===== src/rtl/alu_sequencer_if.sv =====
// Command, ALU and result bundle for alu_sequencer.
// Optional status lines appear when ALU_SEQ_STATUS_EN is defined.
interface alu_sequencer_if #(
  parameter int WIDTH = 8,
  parameter int CNT_W = 3
);
  logic             cmd_valid;
  logic             cmd_ready;
  logic             cmd_load;
  logic [1:0]       cmd_op;
  logic [WIDTH-1:0] cmd_operand;
  logic [CNT_W-1:0] cmd_count;
  logic [WIDTH-1:0] alu_a;
  logic [WIDTH-1:0] alu_b;
  logic [1:0]       alu_sel;
  logic [WIDTH-1:0] alu_out;
  logic             res_valid;
  logic             res_ready;
  logic [WIDTH-1:0] res_data;
  logic [WIDTH-1:0] acc_out;
`ifdef ALU_SEQ_STATUS_EN
  logic             res_zero;
  logic             res_wrap;
`endif

  modport slave (
    input  cmd_valid, cmd_load, cmd_op,
    input  cmd_operand, cmd_count,
    input  alu_out, res_ready,
    output cmd_ready, alu_a, alu_b, alu_sel,
`ifdef ALU_SEQ_STATUS_EN
    output res_zero, res_wrap,
`endif
    output res_valid, res_data, acc_out
  );

  modport master (
    output cmd_valid, cmd_load, cmd_op,
    output cmd_operand, cmd_count,
    output alu_out, res_ready,
    input  cmd_ready, alu_a, alu_b, alu_sel,
`ifdef ALU_SEQ_STATUS_EN
    input  res_zero, res_wrap,
`endif
    input  res_valid, res_data, acc_out
  );
endinterface


===== src/rtl/alu_sequencer.sv =====
// Command-driven ALU initiator with repeat count and accumulator.
// Optional status outputs: define ALU_SEQ_STATUS_EN.
module alu_sequencer #(
  parameter int WIDTH = 8,
  parameter int CNT_W = 3
) (
  input  logic clk,
  input  logic rst_n,
  alu_sequencer_if.slave bus
);
  typedef enum logic [1:0] {
    IDLE,
    EXEC,
    RESP
  } state_e;

  state_e           state_q, state_d;
  logic [WIDTH-1:0] acc_q, acc_d;
  logic [WIDTH-1:0] opnd_q, opnd_d;
  logic [1:0]       op_q, op_d;
  logic [CNT_W-1:0] rem_q, rem_d;
  logic             rdy;
  logic             accept;
`ifdef ALU_SEQ_STATUS_EN
  logic             wrap_q, wrap_d;
`endif

  assign rdy    = (state_q == IDLE) && rst_n;
  assign accept = bus.cmd_valid && rdy;

  assign bus.cmd_ready = rdy;
  assign bus.alu_a     = acc_q;
  assign bus.alu_b     = opnd_q;
  assign bus.alu_sel   = (state_q == EXEC) ? op_q : 2'b00;
  assign bus.res_valid = (state_q == RESP);
  assign bus.res_data  = acc_q;
  assign bus.acc_out   = acc_q;
`ifdef ALU_SEQ_STATUS_EN
  assign bus.res_zero  = (state_q == RESP) && (acc_q == '0);
  assign bus.res_wrap  = wrap_q;
`endif

  // State, accumulator and latched command registers
  always_ff @(posedge clk or negedge rst_n) begin
    if (!rst_n) begin
      state_q <= IDLE;
      acc_q   <= '0;
      opnd_q  <= '0;
      op_q    <= 2'b00;
      rem_q   <= '0;
`ifdef ALU_SEQ_STATUS_EN
      wrap_q  <= 1'b0;
`endif
    end else begin
      state_q <= state_d;
      acc_q   <= acc_d;
      opnd_q  <= opnd_d;
      op_q    <= op_d;
      rem_q   <= rem_d;
`ifdef ALU_SEQ_STATUS_EN
      wrap_q  <= wrap_d;
`endif
    end
  end

  // Next-state: accept, repeat captures, then hold result
  always_comb begin
    state_d = state_q;
    acc_d   = acc_q;
    opnd_d  = opnd_q;
    op_d    = op_q;
    rem_d   = rem_q;
`ifdef ALU_SEQ_STATUS_EN
    wrap_d  = wrap_q;
`endif
    unique case (state_q)
      IDLE: begin
        if (accept) begin
`ifdef ALU_SEQ_STATUS_EN
          wrap_d = 1'b0;
`endif
          if (bus.cmd_load) begin
            acc_d   = bus.cmd_operand;
            state_d = RESP;
          end else begin
            op_d    = bus.cmd_op;
            opnd_d  = bus.cmd_operand;
            rem_d   = bus.cmd_count;
            state_d = EXEC;
          end
        end
      end
      EXEC: begin
        acc_d = bus.alu_out;
`ifdef ALU_SEQ_STATUS_EN
        if (op_q == 2'b01 && bus.alu_out < acc_q)
          wrap_d = 1'b1;
        if (op_q == 2'b10 && opnd_q > acc_q)
          wrap_d = 1'b1;
`endif
        if (rem_q != '0)
          rem_d = rem_q - CNT_W'(1);
        else
          state_d = RESP;
      end
      RESP: begin
        if (bus.res_ready)
          state_d = IDLE;
      end
      default: state_d = IDLE;
    endcase
  end
endmodule


===== src/flat_wrapper.sv =====
// flat-port wrapper written by rule: the top's interface ports become plain ports
module alu_sequencer_flat 
#(
  parameter int WIDTH = 8,
  parameter int CNT_W = 3
)
  (clk, rst_n, bus_cmd_valid, bus_cmd_load, bus_cmd_op, bus_cmd_operand, bus_cmd_count, bus_alu_out, bus_res_ready, bus_cmd_ready, bus_alu_a, bus_alu_b, bus_alu_sel, bus_res_valid, bus_res_data, bus_acc_out);
  alu_sequencer_if #(.WIDTH(WIDTH), .CNT_W(CNT_W)) bus_i ();
  input  logic clk;
  input  logic rst_n;
  input wire logic [$bits(bus_i.cmd_valid)-1:0] bus_cmd_valid;
  input wire logic [$bits(bus_i.cmd_load)-1:0] bus_cmd_load;
  input wire logic [$bits(bus_i.cmd_op)-1:0] bus_cmd_op;
  input wire logic [$bits(bus_i.cmd_operand)-1:0] bus_cmd_operand;
  input wire logic [$bits(bus_i.cmd_count)-1:0] bus_cmd_count;
  input wire logic [$bits(bus_i.alu_out)-1:0] bus_alu_out;
  input wire logic [$bits(bus_i.res_ready)-1:0] bus_res_ready;
  output wire logic [$bits(bus_i.cmd_ready)-1:0] bus_cmd_ready;
  output wire logic [$bits(bus_i.alu_a)-1:0] bus_alu_a;
  output wire logic [$bits(bus_i.alu_b)-1:0] bus_alu_b;
  output wire logic [$bits(bus_i.alu_sel)-1:0] bus_alu_sel;
  output wire logic [$bits(bus_i.res_valid)-1:0] bus_res_valid;
  output wire logic [$bits(bus_i.res_data)-1:0] bus_res_data;
  output wire logic [$bits(bus_i.acc_out)-1:0] bus_acc_out;
  assign bus_i.cmd_valid = bus_cmd_valid;
  assign bus_i.cmd_load = bus_cmd_load;
  assign bus_i.cmd_op = bus_cmd_op;
  assign bus_i.cmd_operand = bus_cmd_operand;
  assign bus_i.cmd_count = bus_cmd_count;
  assign bus_i.alu_out = bus_alu_out;
  assign bus_i.res_ready = bus_res_ready;
  assign bus_cmd_ready = bus_i.cmd_ready;
  assign bus_alu_a = bus_i.alu_a;
  assign bus_alu_b = bus_i.alu_b;
  assign bus_alu_sel = bus_i.alu_sel;
  assign bus_res_valid = bus_i.res_valid;
  assign bus_res_data = bus_i.res_data;
  assign bus_acc_out = bus_i.acc_out;
  alu_sequencer #(.WIDTH(WIDTH), .CNT_W(CNT_W)) u_core (.clk(clk), .rst_n(rst_n), .bus(bus_i));
endmodule

===== config.mk =====
export PLATFORM = sky130hd
export DESIGN_NAME = alu_sequencer_flat
export DESIGN_NICKNAME = d
export VERILOG_FILES = /design/src/rtl/alu_sequencer_if.sv /design/src/rtl/alu_sequencer.sv /design/src/flat_wrapper.sv
export SDC_FILE = /design/constraint.sdc
export NUM_CORES = 1
export LEC_CHECK = 0
export ABC_AREA = 1
export CAP_MARGIN = 10
export CORE_AREA = 2 2 63 65
export CTS_CLUSTER_SIZE = 24
export DETAILED_ROUTE_END_ITERATION = 8
export DIE_AREA = 0 0 65 67
export GPL_TIMING_DRIVEN = 1
export PLACE_DENSITY = 0.8
export SYNTH_ARGS = -nofsm -noshare
export SYNTH_HDL_FRONTEND = slang
export SYNTH_SLANG_ARGS = --single-unit

===== constraint.sdc =====
create_clock -name clk -period 1 [get_ports clk]
set_input_delay 0.2 -clock clk [delete_from_list [all_inputs] [get_ports clk]]
set_output_delay 0.2 -clock clk [all_outputs]
set_load 0.01 [all_outputs]

Yosys cells after proc, flatten, opt, wreduce, memory -nomap -nowiden:

Cells that the tools add are included.

* add/subtract/negate cells: 1
* equality and inequality tests: 8
* reductions and logical operators: 9
* muxes and demuxes: 13
* bitwise logic cells: 1

Operator list (count)
* 8-bit two-way mux: 2
* 8-bit one-hot mux with 2 select lines: 1
* 2-bit two-way mux: 5
* 2-bit inequality test, second input constant: 5
* 3-bit two-way mux: 3
* 3-bit AND reduction: 3
* 2-bit one-hot mux with 3 select lines: 1
* 3-bit one-hot mux with 2 select lines: 1
* 4-bit AND reduction: 1
* 3-bit nonzero test: 1
* 3-bit by 1-bit subtractor with 3-bit output, second input constant: 1
* 2-bit by 1-bit == test with 1-bit output, second input constant: 1
* 2-bit == test, second input constant: 1
* 1-bit logical AND: 2
* 2-bit logical NOT: 1
* 2-bit by 1-bit inequality test with 1-bit output, second input constant: 1
* 2-bit nonzero test: 1
* 1-bit NOT: 1

* bits in registers: 23
* input bits: 26
* output and inout port bits: 36

Depth between registers and ports, before layout:

* depth after elaboration: 5
* depth in mapped cells: 8

Least setup slack after synthesis:

OpenSTA, ideal clock, no wires.

* path type: reg2reg
* start point: reg u_core.state_q[0]
* end point: reg u_core.opnd_q[1] (netlist: u_core.bus.alu_b[1])
* stages on the path, launching flop included: 6
* slack: -149 ps
* clock period less this slack: 1149 ps
* data arrival time: 1023 ps
* cells stage by stage: dfrtp_1 > nor2_4 > nand4_2 > buf_2 > nand2_1 > o21ai_0

* longest elaborated chain between the ends: 4

Ends and longest elaborated chain
* from (decl): line alu_sequencer.sv:17 `state_e state_q, state_d;`
* from (signal assigned): line alu_sequencer.sv:55 `state_q <= state_d;`
* 2-bit logical NOT (*): line alu_sequencer.sv:28, alu_sequencer.sv:76
* 1-bit logical AND: line alu_sequencer.sv:28 `assign rdy = (state_q == IDLE) && rst_n;`
* 1-bit logical AND: line alu_sequencer.sv:29 `assign accept = bus.cmd_valid && rdy;`
* 3-bit AND reduction (no line) (*)
* to (signal assigned): line alu_sequencer.sv:57 `opnd_q <= opnd_d;`
* to (decl): line alu_sequencer.sv:19 `logic [WIDTH-1:0] opnd_q, opnd_d;`

Every way passes the cells marked *; elsewhere a longest branch is shown, timed or not.
A chain may end at the register's enable or synchronous reset.

Worst setup path after layout:

* start point: reg u_core.state_q[0]
* end point: out bus_alu_sel[0]

* longest elaborated chain between the ends: 2

Ends and longest elaborated chain
* 2-bit by 1-bit == test with 1-bit output: line alu_sequencer.sv:34 `assign bus.alu_sel = (state_q == EXEC) ? op_q : 2'b00;`
* 2-bit two-way mux: line alu_sequencer.sv:34
* to (decl): line flat_wrapper.sv:21 `output wire logic [$bits(bus_i.alu_sel)-1:0] bus_alu_sel;`

No other way between the ends.

==> flow_summary.yaml <==
status:
  status: "complete, but fails checks"
  violations: "negative setup slack"
synthesis:
  synth.top_cell.area_share_pct: 43.8
  synthAdderAreaFrac_pct: 1.90
  yosysTopAreaCell: "dfrtp_1"
  synth.most_common_cell: "nand2_1"
  avgSynthCellArea_sq_um: 7.51
  synth_xor_xnor_area_share_pct: 0
  synth-seq-area-share_pct: 43.8
  synth-seq-cells: 23
  synth-edff-count: 0
  synth_fp_nets: 203
  synth.top_cells.by_area: "dfrtp_1, nand2_1, buf_4"
  synth-compound-area-share_pct: 6.09
  syn_area_sq_um: 1320
  ys_warn_count: 0
  synthFlopType: "dfrtp_1"
  synth_cell_types: 19
  synth-async-reset-ratio_pct: 100
  synthSimpleGateAreaFrac_pct: 30.3
  synth_top_family_by_area: "simple AND/OR/NAND/NOR gates"
  synthCells: 175
  synthMuxAreaShare_pct: 0
  synthTopCellsByCount: "nand2_1, dfrtp_1, inv_1"
finish:
  syn2layout_area_growth_pct: 67.8
  diodes: 0
  drive_gt1_share_pct: 45.0
  fin_area_sq_um: 2210
  final_nets: 287
setup_path:
  startpoint_type: "flip-flop"
  r2r_setup_slack_ns: -0.27
  slowest_delay_ns: 0.44
  cp_data_arrival_time_ns: 1.10
  end_kind: "primary output"
  reg2reg_depth: 6
  reg2reg_from: "u_core.state_q[1]"
  endpoint: "bus_alu_sel[0]"
  worstSetupPathType: "reg -> out"
  r2r_end: "u_core.bus.alu_b[5]"
  startpoint: "u_core.state_q[0]"
  cp_max_fo: 4
  worstPathRequired_ns: 0.80
  crit_chain: "buf_4 > nand2_4 > nor2_4 > buf_2"
  cp_slowest_cell: "dfrtp_2"
sta:
  worstMarginPinSlew_ns: 0.236
  fin_skew_ns: 0.00406
  max_freq_mhz: 766
  slew_headroom_pct: 84.2
  drv_slew: 0
  fin_ws_ns: -0.305
  fin_crit_ns: 1.30
  rsz0062_at_grt: "yes"
  setup_viol: 57
  finalHoldViolCount: 0
  fin_crit_sh_pct: 130
floorplanning:
  dieArea_sq_um: 4360
  core_sq_um: 3610
  placementRows: 22
  fp.dieH_um: 67
  start_util_pct: 36.5
  io_pins: 62
  die_x_um: 65
clocking:
  clockBufferDepth: 2
  cts_tree: "built"
  cts-root-buf: "clkbuf_8"
  path_clk_slew_ns: 0.09
  clk_latency_ns: 0.26
  clkSinkCount: 23
  htreeDepth: 1
  numCtsBuffers: 3
  holdBufCountCts: 0
worst_hold_path:
  hp-class: "in -> async"
routing:
  viasPerCell: 4.30
  drtPass1Iterations: 4
  postRouteAntennaNets: 0
  drtIter0Drc: 37
  avgRoutedWirePerCell_um: 11.8
  vias: 1317
  drc: 0
  routed_wl_mm: 3.60
grt:
  grt_pass1_wl_mm: 5.67
  grt_start_max_net_pins: 25
  grt_overflow: 0
  grt_pass1_vias: 1272
  grt_use_total_pct: 16.8
  antenna_found_initial: 0
place:
  placed_area_sq_um: 2050
  gp_congestion: 0.783
  port_buffers: 61
  post-dp-hpwl_mm: 2.56
  pre_cts_ws_ns: -0.664
pwr:
  power_density_nw_per_um2: 2830
  irDropWorstVdd_v: 0.00113
  p_leak_nw: 1.23
run:
  max-cap-violations: 0
-- flip-flops by register name (all words and copies together) (netlist names) --
register,count
u_core.op_q,2
u_core.bus.acc_out,8
u_core.rem_q,3
u_core.state_q,2
u_core.bus.alu_b,8
-- area by class of cell --
type / count / area [sq um]
clock buffer: 3 / 41.3
sequential: 23 / 578
timing repair buffer: 100 / 811
tap: 48 / 60.1
inverter: 23 / 86.3
clock inverter: 1 / 5.00
fill: 336 / 1400
multi-input combinational: 108 / 626
-- metal layers --
layer	global-route usage [%]	routed length, um	vias to the layer above
met3	2.87	184	0
met1	21.0	1590	601
met5	0	0	-
met2	30.4	1820	34
met4	3.19	0	0
li1	-	-	682
-- report_power, final --
part	internal (mW)	switching (mW)	total (mW)
logic	2.01	1.94	3.94
registers	1.38	0.335	1.72
clock network	0.278	0.307	0.585
-- placed cells by master (no fill, tap or decap), types with 2 or more instances in the layout --
master,count
buf_2,31
buf_4,26
buf_6,17
clkbuf_8,3
clkdlybuf4s50_1,24
dfrtp_1,21
dfrtp_2,2
ha_1,2
inv_1,20
inv_2,3
nand2_1,56
nand2_2,11
nand2_4,4
nand3_1,9
nand3_2,6
nor2_4,4
o21ai_1,8
o21ai_2,4
-- critical path: cells and delay by family, from the launching register on --
| kind | cells | cell delay (ns) |
|---|---|---|
| and+or+nand+nor | 2 | 0.12 |
| DFF | 1 | 0.44 |
| buffers and inverters | 2 | 0.28 |
-- logic make-up (layout without fill, tap and decap cells) --
| group | Yosys count | in the layout |
|---|---|---|
| fa+ha+maj | 2 | 2 |
| flops | 23 | 23 |
| buf+inv | 44 | 127 |
| simple gates | 93 | 93 |
| compound gates | 13 | 13 |
-- repair_timing --
| action | 4_1_cts | 5_1_grt |
|---|---|---|
| endpoints found under the setup margin | 59 | 59 |
| setup buffers | 9 | 9 |
| cloned | 0 | 0 |
| resized for setup | 170 | 25 |
| pin swaps | 2 | 6 |
-- per-stage QoR --
stage / power [mW] / std cells / setup TNS, ns / util (%) / hold slack (ns)
3_5_place_dp: 5.35 / 284 / -18.13 / 56.8 / 0.483
6_report: 6.24 / 306 / -7.37 / 61.2 / 0.0366
4_1_cts: 5.79 / 297 / -7.16 / 57.0 / 0.0467
5_1_grt: 6.72 / 306 / -10.26 / 61.2 / 0.0612
3_3_place_gp: 5.23 / 284 / -16.95 / 56.8 / 0.470
2_1_floorplan: 3.74 / 175 / -1.84 / - / -0.0956
-- worst min-delay path by stage --
stage | start | to | slack, ns | cells after the start
after floorplan | rst_n | u_core.bus.acc_out[0] | -0.1 | 0
after global placement | u_core.op_q[0] | u_core.op_q[0] | 0.47 | 2
after detailed placement | u_core.bus.alu_b[6] | u_core.bus.alu_b[6] | 0.48 | 2
after CTS | rst_n | u_core.rem_q[1] | 0.05 | 2
after global routing | rst_n | u_core.bus.alu_b[4] | 0.06 | 2
final | rst_n | u_core.bus.alu_b[3] | 0.04 | 2
No activity file was read; power rests on OpenSTA's default activity.
